## config.mk

```make
export PLATFORM = sky130hd
export DESIGN_NAME = pipe_feeder
export DESIGN_NICKNAME = d
export VERILOG_FILES = /design/src/rtl/pipe_feeder.sv
export SDC_FILE = /design/constraint.sdc
export NUM_CORES = 1
export LEC_CHECK = 0
export CAP_MARGIN = 20
export CORE_MARGIN = 2
export CORE_UTILIZATION = 45
export DETAILED_ROUTE_END_ITERATION = 10
export PLACE_DENSITY = 0.83
export SYNTH_ARGS = -nofsm -noshare
export SYNTH_HDL_FRONTEND = slang
export SYNTH_SLANG_ARGS = --single-unit
```

## constraint.sdc

```tcl
create_clock -name clk -period 2.2 [get_ports clk]
set_input_delay 0.44 -clock clk [delete_from_list [all_inputs] [get_ports clk]]
set_output_delay 0.44 -clock clk [all_outputs]
set_load 0.05 [all_outputs]
```

## src/rtl/pipe_feeder.sv

```systemverilog
// rtl/pipe_feeder.sv - byte-stream framer feeding the MAC pipeline head (A, B, C, Ae, Be, save).
// Optional header sync check enabled by defining PIPE_FEEDER_HDR_CHECK_EN.
module pipe_feeder #(
  parameter int         CW       = 16,
  parameter logic [4:0] HDR_SYNC = 5'b10100
) (
  input  logic          clk,
  input  logic          rst,
  input  logic [7:0]    in_data,
  input  logic          in_valid,
  output logic          in_ready,
  output logic [7:0]    out_a,
  output logic [7:0]    out_b,
  output logic [CW-1:0] out_c,
  output logic          out_ae,
  output logic          out_be,
  output logic          out_save,
  output logic          out_valid,
  input  logic          out_ready,
  output logic [7:0]    frame_cnt,
  output logic          hdr_err
);
  localparam int         NC      = CW / 8;
  localparam logic [2:0] ST_HDR  = 3'd0;
  localparam logic [2:0] ST_A    = 3'd1;
  localparam logic [2:0] ST_B    = 3'd2;
  localparam logic [2:0] ST_LAST = 3'(2 + NC);

  logic [2:0]    state, state_nxt;
  logic          acc, last, hdr_ok, handoff;
  logic [7:0]    a_q, b_q;
  logic [CW-1:0] c_q, c_nxt;
  logic          ae_q, be_q, save_q;

  assign last    = (state == ST_LAST);
  assign acc     = in_valid && in_ready;
  assign handoff = out_valid && out_ready;

`ifdef PIPE_FEEDER_HDR_CHECK_EN
  assign hdr_ok = (in_data[7:3] == HDR_SYNC);

  always_ff @(posedge clk or posedge rst) begin
    if (rst)
      hdr_err <= 1'b0;
    else if (acc && state == ST_HDR && !hdr_ok)
      hdr_err <= 1'b1;
  end
`else
  logic unused_sync;
  assign unused_sync = ^HDR_SYNC;
  assign hdr_ok      = 1'b1;
  assign hdr_err     = 1'b0;
`endif

  always_ff @(posedge clk or posedge rst) begin
    if (rst)
      state <= ST_HDR;
    else
      state <= state_nxt;
  end

  // A rejected header is consumed but leaves the FSM in HDR so the stream resyncs.
  always_comb begin
    state_nxt = state;
    if (acc) begin
      if (last || (state == ST_HDR && !hdr_ok))
        state_nxt = ST_HDR;
      else
        state_nxt = state + 3'd1;
    end
  end

  always_comb begin
    in_ready = 1'b1;
    if (last)
      in_ready = !out_valid || out_ready;
  end

  // Merge the incoming byte into its little-endian slot of C.
  always_comb begin
    c_nxt = c_q;
    for (int i = 0; i < NC; i++) begin
      if (state == 3'(3 + i))
        c_nxt[8*i +: 8] = in_data;
    end
  end

  always_ff @(posedge clk or posedge rst) begin
    if (rst) begin
      a_q    <= '0;
      b_q    <= '0;
      c_q    <= '0;
      ae_q   <= 1'b0;
      be_q   <= 1'b0;
      save_q <= 1'b0;
    end else if (acc) begin
      case (state)
        ST_HDR: begin
          ae_q   <= in_data[0];
          be_q   <= in_data[1];
          save_q <= in_data[2];
        end
        ST_A:    a_q <= in_data;
        ST_B:    b_q <= in_data;
        default: c_q <= c_nxt;
      endcase
    end
  end

  // Hold stage: loads only when empty or draining, so data is stable under backpressure.
  always_ff @(posedge clk or posedge rst) begin
    if (rst) begin
      out_a     <= '0;
      out_b     <= '0;
      out_c     <= '0;
      out_ae    <= 1'b0;
      out_be    <= 1'b0;
      out_save  <= 1'b0;
      out_valid <= 1'b0;
    end else if (acc && last) begin
      out_a     <= a_q;
      out_b     <= b_q;
      out_c     <= c_nxt;
      out_ae    <= ae_q;
      out_be    <= be_q;
      out_save  <= save_q;
      out_valid <= 1'b1;
    end else if (handoff) begin
      out_valid <= 1'b0;
    end
  end

  always_ff @(posedge clk or posedge rst) begin
    if (rst)
      frame_cnt <= '0;
    else if (handoff)
      frame_cnt <= frame_cnt + 8'd1;
  end
endmodule

```

==> flow_summary.toml <==
[outcome]
status = "finished, final reports clean"

[drt]
avgViaCountPerCell = 4.80
first_iter_violations = 45
ant_nets = 0
drc_errors = 0
routed-via-count = 1737
post_drt_wl_per_cell_um = 15.5
dr.pass1.iters = 4
drt-total-wl_mm = 5.61

[finish]
n_antenna_cell = 0
final_area_um2 = 4050
fin_nets = 279
syn2layout_area_growth_pct = 26.6
final_util = 0.592
drive_above_1_share = 0.368

[timing]
slew_headroom = 0.640
rsz0062_at_grt = "no"
min_period_over_period = 0.960
slew_violations = 0
clock_skew_ps = 8.75
tightest_slew_ps = 538
hold_viol = 0
setup_viol = 0
fin_crit_ps = 2110
max_clock_freq_ghz = 0.474
layout_setup_ws_ps = 88.3
finalSetupTns_ps = 0

[place]
gp_congestion = 0.692
dp_hpwl_mm = 3.77
port_buffers = 56
postPlaceCellArea_um2 = 3880
dp_slack_ps = 99.3

[yosys]
syn_nets = 216
synth_warnings = 0
synth_top_area_frac = 0.579
avgSynthCellArea_um2 = 16.1
synth_edf_count = 0
postSynth.asyncResetShare = 1.00
synth-seq-cells = 74
synth.top_cells.by_area = "dfrtp_1 (58%), mux2_4 (16%), mux2_2 (13%)"
syn_area_um2 = 3200
postSynthCellCount = 198
synth.distinct_cells = 30
yosysSeqAreaShare = 0.579
synth.largest_area_cell = "dfrtp_1"
synthFlopType = "dfrtp_1"

[power_and_ir_drop]
swShare = 0.405
power.total_w = 0.00646
intPower_w = 0.00384
power_frac_seq = 0.363
p_leak_nw = 1.90
clockPowerShare = 0.142
p_switching_w = 0.00262
p_comb_frac = 0.494
pwr_density_cell_nw_per_um2 = 1600
ir_drop_mv = 0.842

[floorplan]
dieWidth_um = 88.3
die_y_um = 88.3
core_um2 = 6830
die_area_um2 = 7790
initial_core_util = 0.468
ioPinCount = 58
rows = 30

[cts]
ctsResizeCount = 0
cts_hold_buf = 0
clk_path_buf_depth = 2
cts_tree = "built"
root_buffer = "clkbuf_8"
clkSinkCount = 74
numCtsBuffers = 9
post_cts_buffers = 0
worstSkewPairLatency_ps = 340
clk_pin_slew_ps = 80
h-tree-depth = 3

[job]
cap_violations = 0

[setup_path]
critPathLaunchType = "flop"
cp_cell_sequence = "clkdlybuf4s50_1"
r2r-start = "state[1]"
reg2reg_depth = 4
end_kind = "primary output"
r2r_setup_slack_ps = 270
arrival_ps = 1670
critPathKind = "flop to primary output"
path_max_fanout = 6
crit_required_ps = 1760
slowest_stage = "clkdlybuf4s50_1"
reg2reg_to = "c_q[4]"
critPathTopFamily = "buffers and inverters"
worst-path-buf-inv = 1
slowest_delay_ps = 850

[grt]
track_usage = 0.162
grt_overflow = 0
grt_pass1_vias = 1888
grt_max_degree = 63
grt_pass1_wl_mm = 9.47
antenna_found_initial = 0

[worst_hold_path]
hold_path_class = "input pin to asynchronous set/reset pin"
[flip-flops by register name, indices dropped and copies added (netlist names), 3 cells and up]
name	flops
c_q	8
frame_cnt	8
a_q	8
out_c	16
out_a	8
b_q	8
out_b	8
state	3
[area by class of cell]
cell class,instances,area (um^2)
fill,564,2780
sequential,74,1850
multi-input combinational,112,1260
timing repair buffer,59,618
clock buffer,11,141
tap,96,120
clock inverter,5,30.0
inverter,5,22.5
[layout by cell type, fill, tap and decap left out]
cell and count:
clkinv_2 3, ha_1 6, mux2_4 35, mux2_2 37, nand2_1 8, o2bb2ai_1 1
inv_1 4, and3_1 1, buf_12 3, clkbuf_1 1, a21boi_0 1, a22o_1 1
dfrtp_1 74, clkdlybuf4s50_1 55, nand2b_2 1, buf_4 1, nand4b_2 1, nor2b_1 1
nand4_4 1, nor2_1 1, nand3_1 1, xnor2_1 5, a21oi_1 1, and2b_1 1
clkinvlp_4 3, nor3_1 1, nand4_1 1, nand2_2 2, and4_1 1, clkbuf_8 10
o2111ai_2 1, xor2_1 2, conb_1 1
[metrics by stage]
| stage | instances | hold slack, ps |
|---|---|---|
| final | 362 | 396 |
| after global routing | 362 | 419 |
| after CTS | 362 | 392 |
| after detailed placement | 346 | 469 |
| after global placement | 346 | 465 |
| after floorplan | 198 | 475 |
[cell usage after synthesis, drive strengths merged, types with 2 or more instances]
library cell,count
ha,6
nand2,10
inv,5
nand4,2
xnor2,5
xor2,2
buf,6
dfrtp,74
mux2,72
[power by group through the flow]
stage	clock network, W	registers [W]	logic, W
after floorplan	0	0.00347	0.00118
after global placement	0	0.00235	0.00316
after detailed placement	0	0.00238	0.00322
after CTS	0.000945	0.00236	0.00323
after global routing	0.00101	0.00243	0.00336
final	0.000921	0.00235	0.00319
[routing by layer]
layer	up-vias	global-route usage	routed length [um]
met5	-	0	0
met1	866	0.214	2600
met4	0	0.0716	93
met3	11	0.0532	339
li1	813	-	-
met2	47	0.246	2580
[logic make-up (layout without fill, tap and decap cells)]
kind of cell / count (synthesis) / in the layout / share of synthesized area
buffers and inverters: 12 / 80 / 0.0254
other: 1 / 1 / 0.00117
flip-flops: 74 / 74 / 0.579
adder cells (fa/ha/maj): 6 / 6 / 0.0235
AO/OA/AOI/OAI: 5 / 5 / 0.0141
multiplexers: 72 / 72 / 0.295
XOR/XNOR: 7 / 7 / 0.0192
AND/OR/NAND/NOR: 21 / 21 / 0.0427
[worst max path at each step]
stage | start | end | cells past startpoint
floorplan | out_valid | c_q[0] | 3
CTS | out_valid | out_valid | 1
global route | out_valid | out_valid | 1
finish | out_valid | out_valid | 1
global placement | out_ready | out_b[6] | 5
detailed placement | out_ready | out_c[14] | 5
Note: power is estimated with default switching activity, not from simulation.
